$ cat src/rtl/clock_set_controller.sv
// Time-set controller: button pulses edit a copy of the running time, which is
// loaded back into the timekeeper on a long mode press or dropped after idling.
module clock_set_controller #(
    parameter int unsigned OneSec     = 50_000_000,
    parameter int unsigned TimeoutSec = 30
) (
    input  logic       CLOCK_50MHz,
    input  logic       RESETn,
    input  logic       MODE_Short,
    input  logic       MODE_Long,
    input  logic       INC_Short,
    input  logic       INC_Long,
    input  logic [4:0] CUR_Hour,
    input  logic [5:0] CUR_Min,
    input  logic [5:0] CUR_Sec,
    output logic [4:0] NEW_Hour,
    output logic [5:0] NEW_Min,
    output logic [5:0] NEW_Sec,
    output logic       LOAD,
    output logic       SetMode,
    output logic [1:0] FieldSel,
    output logic       Blink
);

    localparam int unsigned PrescW = (OneSec > 1) ? $clog2(OneSec) : 1;
    localparam int unsigned IdleW  = $clog2(TimeoutSec + 1);

    // Encoding doubles as the FieldSel value.
    typedef enum logic [1:0] {
        StNormal  = 2'b00,
        StSetHour = 2'b01,
        StSetMin  = 2'b10,
        StSetSec  = 2'b11
    } state_e;

    state_e            state_q, state_d;
    logic [4:0]        new_hour_q, new_hour_d;
    logic [5:0]        new_min_q, new_min_d;
    logic [5:0]        new_sec_q, new_sec_d;
    logic [PrescW-1:0] presc_q, presc_d;
    logic [IdleW-1:0]  idle_q, idle_d, idle_inc;
    logic              load_q, load_d;
    logic              blink_q, blink_d;

    logic       set_mode, any_pulse, accept, inc_en, presc_wrap, timeout;
    logic [3:0] step;
    logic [5:0] hour_sum;
    logic [6:0] min_sum, sec_sum;

    always_comb begin
        set_mode   = (state_q != StNormal);
        any_pulse  = MODE_Long | MODE_Short | INC_Long | INC_Short;
        accept     = set_mode ? any_pulse : MODE_Long;
        inc_en     = set_mode && !MODE_Long && !MODE_Short && (INC_Long || INC_Short);
        step       = INC_Long ? 4'd10 : 4'd1;
        presc_wrap = (presc_q == PrescW'(OneSec - 1));
        idle_inc   = idle_q + 1'b1;
        timeout    = set_mode && !any_pulse && presc_wrap && (idle_inc == IdleW'(TimeoutSec));
        // One bit of headroom so the sum cannot alias before the wrap.
        hour_sum   = {1'b0, new_hour_q} + 6'(step);
        min_sum    = {1'b0, new_min_q} + 7'(step);
        sec_sum    = {1'b0, new_sec_q} + 7'(step);
    end

    // State register
    always_ff @(posedge CLOCK_50MHz or negedge RESETn) begin
        if (!RESETn) begin
            state_q <= StNormal;
        end else begin
            state_q <= state_d;
        end
    end

    // Next-state logic; MODE_Long beats MODE_Short beats increments beats timeout.
    always_comb begin
        state_d = state_q;
        unique case (state_q)
            StNormal: begin
                if (MODE_Long) state_d = StSetHour;
            end
            StSetHour, StSetMin, StSetSec: begin
                if (MODE_Long) begin
                    state_d = StNormal;
                end else if (MODE_Short) begin
                    unique case (state_q)
                        StSetHour: state_d = StSetMin;
                        StSetMin:  state_d = StSetSec;
                        default:   state_d = StSetHour;
                    endcase
                end else if (timeout) begin
                    state_d = StNormal;
                end
            end
            default: state_d = StNormal;
        endcase
    end

    // Outputs
    always_comb begin
        SetMode  = set_mode;
        FieldSel = state_q;
        LOAD     = load_q;
        Blink    = blink_q;
        NEW_Hour = new_hour_q;
        NEW_Min  = new_min_q;
        NEW_Sec  = new_sec_q;
    end

    always_comb begin
        new_hour_d = new_hour_q;
        new_min_d  = new_min_q;
        new_sec_d  = new_sec_q;
        if (state_q == StNormal && MODE_Long) begin
            new_hour_d = CUR_Hour;
            new_min_d  = CUR_Min;
            new_sec_d  = CUR_Sec;
        end else if (inc_en) begin
            unique case (state_q)
                StSetHour: new_hour_d = (hour_sum >= 6'd24) ? 5'(hour_sum - 6'd24) : hour_sum[4:0];
                StSetMin:  new_min_d  = (min_sum >= 7'd60) ? 6'(min_sum - 7'd60) : min_sum[5:0];
                StSetSec:  new_sec_d  = (sec_sum >= 7'd60) ? 6'(sec_sum - 7'd60) : sec_sum[5:0];
                default:   ;
            endcase
        end
    end

    always_comb begin
        load_d = set_mode && MODE_Long;
        if (!set_mode || accept || timeout) begin
            presc_d = '0;
            idle_d  = '0;
            blink_d = 1'b0;
        end else begin
            presc_d = presc_wrap ? '0 : presc_q + 1'b1;
            idle_d  = presc_wrap ? idle_inc : idle_q;
            blink_d = (presc_q == '0 || presc_q == PrescW'(OneSec / 2)) ? ~blink_q : blink_q;
        end
    end

    always_ff @(posedge CLOCK_50MHz or negedge RESETn) begin
        if (!RESETn) begin
            new_hour_q <= '0;
            new_min_q  <= '0;
            new_sec_q  <= '0;
            presc_q    <= '0;
            idle_q     <= '0;
            load_q     <= 1'b0;
            blink_q    <= 1'b0;
        end else begin
            new_hour_q <= new_hour_d;
            new_min_q  <= new_min_d;
            new_sec_q  <= new_sec_d;
            presc_q    <= presc_d;
            idle_q     <= idle_d;
            load_q     <= load_d;
            blink_q    <= blink_d;
        end
    end

endmodule

$ cat config.mk
export PLATFORM = sky130hd
export DESIGN_NAME = clock_set_controller
export DESIGN_NICKNAME = d
export VERILOG_FILES = /design/src/rtl/clock_set_controller.sv
export SDC_FILE = /design/constraint.sdc
export NUM_CORES = 1
export LEC_CHECK = 0
export CORE_MARGIN = 2
export CORE_UTILIZATION = 56
export CTS_BUF_LIST = sky130_fd_sc_hd__clkbuf_16
export CTS_CLUSTER_SIZE = 14
export DETAILED_ROUTE_END_ITERATION = 7
export HOLD_SLACK_MARGIN = 0.1
export PLACE_DENSITY = 0.81
export SYNTH_ARGS = -nofsm -noshare
export SYNTH_HDL_FRONTEND = slang
export SYNTH_SLANG_ARGS = --single-unit
export TNS_END_PERCENT = 5
$ cat constraint.sdc
create_clock -name CLOCK_50MHz -period 3 [get_ports CLOCK_50MHz]
set_input_delay 0.6 -clock CLOCK_50MHz [delete_from_list [all_inputs] [get_ports CLOCK_50MHz]]
set_output_delay 0.6 -clock CLOCK_50MHz [all_outputs]
set_load 0.01 [all_outputs]
# [Yosys cells after proc, flatten, opt, wreduce, memory -nomap -nowiden]
# Index checks and enable logic that the tools add are counted.
[word_totals] register_bits=52 out_inout_bits=22 elab_cells=87
[op_classes] bitwise_logic=4 n_reduce_logical=30 n_mux=26 addsub=8 eq_ne=8 magnitude_cmp=3
[op_table] op="26-bit two-way mux" count=2
[op_table] op="6-bit two-way mux" count=8
[op_table] op="5-bit two-way mux" count=6
[op_table] op="26-bit by 1-bit adder with 26-bit output, second input constant" count=1
[op_table] op="26-bit by 25-bit equality test with 1-bit output, second input constant" count=1
[op_table] op="26-bit equality test, second input constant" count=1
[op_table] op="26-bit logical NOT" count=1
[op_table] op="6-bit by 4-bit adder with 7-bit output" count=2
[op_table] op="7-bit by 6-bit >= comparator with 1-bit output, second input constant" count=2
[op_table] op="2-bit nonzero test" count=7
[op_table] op="6-bit subtractor, second input constant" count=2
[op_table] op="1-bit logical AND" count=8
[op_table] op="2-bit two-way mux" count=4
[op_table] op="2-bit case mux with 2 select lines" count=2
[op_table] op="2-bit AND reduction" count=4
[op_table] op="5-bit by 4-bit adder with 6-bit output" count=1
[op_table] op="6-bit by 5-bit >= comparator with 1-bit output, second input constant" count=1
[op_table] op="5-bit by 1-bit adder with 5-bit output, second input constant" count=1
[op_table] op="5-bit equality test, second input constant" count=1
[op_table] op="5-bit subtractor, second input constant" count=1
[op_table] op="2-bit equality test, second input constant" count=2
[op_table] op="1-bit logical NOT" count=4
[op_table] op="1-bit logical OR" count=4
[op_table] op="4-bit two-way mux" count=1
[op_table] op="other kinds (8)" count=12

# [Longest topological paths before layout]
[logic_depth] depth_word=11 ltp_mapped=12 mapped_depth_nobuf=12

# [Worst setup path before layout]
# OpenSTA, ideal clock, no wires.
[synth_timing] kind="input-to-reg" from="input port INC_Long" to="register new_min_q[3], in the netlist NEW_Min[3]" n_path_buf=0 path_stages=12 setup_time_ns=0.127 arrival_time_ns=2.778 setup_slack_ns=0.095 path_cell_list="inv_1 -> ha_1 -> inv_1 -> fa_1 -> xnor2_1 -> ha_1 -> and3b_1 -> nor2_1 -> a21oi_1 -> o21ai_0 -> a311oi_1 -> o21ai_1"
[synth_between] elab_chain_cells=7 word_cells_on_any_way=12
[synth_rtl] item="start: declaration" line="12" rtl="input logic INC_Long,"
[synth_rtl] item="4-bit two-way mux" line="55" rtl="step = INC_Long ? 4'd10 : 4'd1;"
[synth_rtl] item="6-bit by 4-bit adder with 7-bit output" line="61" rtl="min_sum = {1'b0, new_min_q} + 7'(step);"
[synth_rtl] item="6-bit subtractor or 7-bit by 6-bit >= comparator with 1-bit output (tied branches)" line="120" rtl="StSetMin: new_min_d = (min_sum >= 7'd60) ? 6'(min_sum - 7'd60) : min_sum[5:0];"
[synth_rtl] item="6-bit two-way mux" line="120"
[synth_rtl] item="6-bit two-way mux" line="118" rtl="unique case (state_q)"
[synth_rtl] item="6-bit two-way mux" line="117" rtl="end else if (inc_en) begin"
[synth_rtl] item="6-bit two-way mux" line="113" rtl="if (state_q == StNormal && MODE_Long) begin"
[synth_rtl] item="end signal: assignment" line="151" rtl="new_min_q <= new_min_d;"
[synth_rtl] item="end: declaration" line="38" rtl="logic [5:0] new_min_q, new_min_d;"
# Parallel ways exist; a longest one is shown, timed or not. The select of a mux whose other input is x is not followed.
# A chain may end at the register's enable or synchronous reset.

# [Worst setup path in the final report]
[layout_timing] from="input port INC_Long" to="register new_sec_q[2], in the netlist NEW_Sec[2]"
[layout_between] elab_chain_cells=7 word_cells_on_any_way=12
[layout_rtl] item="4-bit two-way mux" line="55"
[layout_rtl] item="6-bit by 4-bit adder with 7-bit output" line="62" rtl="sec_sum = {1'b0, new_sec_q} + 7'(step);"
[layout_rtl] item="6-bit subtractor or 7-bit by 6-bit >= comparator with 1-bit output (tied branches)" line="121" rtl="StSetSec: new_sec_d = (sec_sum >= 7'd60) ? 6'(sec_sum - 7'd60) : sec_sum[5:0];"
[layout_rtl] item="6-bit two-way mux" line="121"
[layout_rtl] item="6-bit two-way mux" line="118"
[layout_rtl] item="6-bit two-way mux" line="117"
[layout_rtl] item="6-bit two-way mux" line="113"
[layout_rtl] item="end signal: assignment" line="152" rtl="new_sec_q <= new_sec_d;"
[layout_rtl] item="end: declaration" line="39" rtl="logic [5:0] new_sec_q, new_sec_d;"
# Parallel ways exist; a longest one is shown, timed or not. The select of a mux whose other input is x is not followed.

==> flow_summary.json <==
{
  "clockBufferDepth": 2,
  "switchingPower_w": 0.00134,
  "ant_nets": 0,
  "groute.usage.overall_pct": 24.7,
  "hpwl_um": 6220,
  "cp.depth": 9,
  "fin_area_um2": 4410,
  "swShare_pct": 39.3,
  "skew_ps": 6.85,
  "peakVddDrop_mv": 0.474,
  "rsz0062_at_grt": "false",
  "clkSinkCount": 52,
  "relSlewSlack_pct": 53.4,
  "tns_ps": 0,
  "path_buf_inv": 2,
  "cts_resized": 0,
  "place_congestion": 0.893,
  "syn_avg_cell_area_um2": 8.64,
  "maxSlewViolCount": 0,
  "synth-seq-cells": 52,
  "grt_pass1_wl_um": 14300,
  "cp_max_fo": 9,
  "vias": 3263,
  "pre_cts_ws_ps": -209,
  "row_count": 29,
  "cpPeakStageDelay_ps": 380,
  "p_int_w": 0.00207,
  "placed_cells": 547,
  "viasPerCell": 5.88,
  "endpoint_kind": "flop",
  "setup_viol": 0,
  "synth_edf_count": 0,
  "drt_iter0_drc": 259,
  "fin_nets": 522,
  "tritoncts": "built",
  "p_seq_share_pct": 30.2,
  "firstDrtPassIters": 4,
  "start_kind": "input port",
  "crit_arrival_ps": 2770,
  "grt_pass1_vias": 3147,
  "area_delta_synth_final_pct": 24.3,
  "ys_seq_area_share_pct": 36.7,
  "clk_pin_slew_ps": 70,
  "status": "complete, no violations",
  "crit_chain": "dlymetal6s2s_1 > buf_6 > ha_1 > a21oi_4 > or3_1 > a2111o_1 > a22oi_2 > mux2_1 > nor3_1",
  "fmax_mhz": 391,
  "slowest_stage": "a2111o_1",
  "numCtsBuffers": 5,
  "synth_fp_nets": 456,
  "fillCellCount": 480,
  "synthFlopType": "dfrtp_1",
  "globalRouteOverflowTotal": 0,
  "ios": 45,
  "synthArstFlopShare_pct": 100,
  "die-area_um2": 6990,
  "core_region_area_um2": 6240,
  "post-route-drc-count": 0,
  "die_width_um": 83.6,
  "die_h_um": 83.6,
  "period_needed_ps": 2560,
  "postCtsHoldBufs": 0,
  "h-tree-depth": 2,
  "pwr_density_cell_nw_per_um2": 774,
  "finalNonFillerCells": 555,
  "netlist_instances": 411,
  "drt_wl_total_um": 8590,
  "drive_above_1_share_pct": 12.1,
  "hp-class": "in2async",
  "synth_top_area_share_pct": 36.7,
  "tightest_slew_ps": 699,
  "finalHoldViolCount": 0,
  "clock_power_share_pct": 16.7,
  "grt_max_degree": 30,
  "regArea_um2": 1300,
  "multiInputGateArea_um2": 2140,
  "yosys_warnings": 0,
  "synth_area_leaders": "dfrtp_1 (37%), ha_1 (6.7%), nor2_1 (5.4%)",
  "antenna_found_initial": 0,
  "critPathTopFamily": "compound AO/OA/AOI/OAI gates",
  "syn_area_um2": 3550,
  "insertion_delay_ps": 290,
  "r2r_cells": 7,
  "worst_slack_ps": 439,
  "io_buffers": 44,
  "critical_path_required_ps": 3210,
  "routedWlPerCell_um": 15.5,
  "start_util_pct": 56.9,
  "p_leak_nw": 1.86,
  "place_area_um2": 4220,
  "fin_crit_sh_pct": 85.4,
  "synthDistinctLibCells": 58,
  "cap_violations": 0,
  "post_cts_buffers": 0,
  "clockRootBuffer": "clkbuf_16",
  "power.share.combinational_pct": 53.1,
  "diodes": 0,
  "synth_largest_area_cell": "dfrtp_1",
  "crit_type": "in2reg"
}
[registers in the layout (all words and copies together), names as in the netlist]
signal and flops:
idle_q 5, Blink 1, presc_q 26, FieldSel 2
NEW_Min 6, NEW_Hour 5, LOAD 1, NEW_Sec 6
[worst paths after layout]
check	from	to	slack [ps]
max	INC_Long	NEW_Sec[2]$_DFFE_PN0P_	440
min	RESETn	NEW_Hour[4]$_DFFE_PN0P_	350
max reg2reg	NEW_Sec[1]$_DFFE_PN0P_	NEW_Sec[2]$_DFFE_PN0P_	630
min reg2reg	presc_q[0]$_DFF_PN0_	presc_q[0]$_DFF_PN0_	540
max in group asynchronous	RESETn	presc_q[9]$_DFF_PN0_	1990
min in group CLOCK_50MHz	presc_q[0]$_DFF_PN0_	presc_q[0]$_DFF_PN0_	540
[routing by layer]
metal	vias up	track usage, %	routed length [µm]
met1	1546	31.5	3630
met4	0	7.18	193
met2	102	43.2	4300
li1	1600	-	-
met3	15	4.06	465
met5	-	0	0
[Yosys cell counts (9+ instances only)]
library cell and instances:
ha_1 19, nand4_1 13, o21ai_0 22, and3_1 9, inv_1 16, nor2_1 51
a21oi_1 18, nor3_1 12, nand3_1 22, nand2_1 39, xnor2_1 12, xor2_1 21
dfrtp_1 52
[through the flow]
stage	power, W	hold slack (ps)	util (%)
floorplan	0.00200	304	-
global placement	0.00272	519	67.6
detailed placement	0.00276	536	67.6
CTS	0.00335	372	69.9
finish	0.00342	347	70.7
global route	0.00365	394	70.7
[layout by cell type (no fill, tap or decap), types with 2 or more instances in the layout]
| cell | count |
|---|---|
| a211o_1 | 2 |
| a21boi_0 | 3 |
| a21o_1 | 2 |
| a21oi_1 | 17 |
| a311oi_1 | 4 |
| a31oi_1 | 8 |
| and2_1 | 4 |
| and3_1 | 9 |
| and3b_1 | 3 |
| and4_1 | 3 |
| buf_4 | 29 |
| clkbuf_16 | 5 |
| clkdlybuf4s50_1 | 42 |
| clkinv_2 | 2 |
| dfrtp_1 | 52 |
| fa_2 | 2 |
| ha_1 | 18 |
| inv_1 | 15 |
| mux2_2 | 2 |
| nand2_1 | 39 |
| nand2b_1 | 4 |
| nand3_1 | 22 |
| nand3b_1 | 2 |
| nand4_1 | 13 |
| nand4b_1 | 2 |
| nor2_1 | 51 |
| nor2b_1 | 4 |
| nor3_1 | 12 |
| nor3_2 | 2 |
| nor3b_1 | 2 |
| nor4_1 | 5 |
| o211ai_1 | 3 |
| o21ai_0 | 22 |
| o22ai_1 | 2 |
| or3_1 | 8 |
| xnor2_1 | 11 |
| xor2_1 | 21 |
[area by class of cell]
class / count / area share (%)
clock inverter: 3 / 0.425
multi-input combinational: 328 / 48.6
inverter: 16 / 1.36
tap: 77 / 2.18
timing repair buffer: 74 / 15.1
clock buffer: 5 / 2.84
sequential: 52 / 29.5
[cells by family (layout without fill, tap and decap cells)]
family,count (synthesis),after routing,synth area share (%)
DFF,52,52,36.7
buffers and inverters,31,98,4.09
AOI/OAI and AO/OA,75,75,13.3
xor gates and xnor gates,33,33,8.14
and+or+nand+nor,194,194,28.2
muxes,4,4,1.23
adders and majority gates,22,22,8.39
[power groups by stage]
stage / Clock [W] / Sequential, W / Combinational [W]
2_1_floorplan: 0 / 0.00102 / 0.000988
3_3_place_gp: 0 / 0.00103 / 0.00169
3_5_place_dp: 0 / 0.00103 / 0.00173
4_1_cts: 0.000587 / 0.00102 / 0.00174
5_1_grt: 0.000603 / 0.00106 / 0.00199
6_report: 0.000572 / 0.00103 / 0.00181
Power figures use the tool's default switching activity.
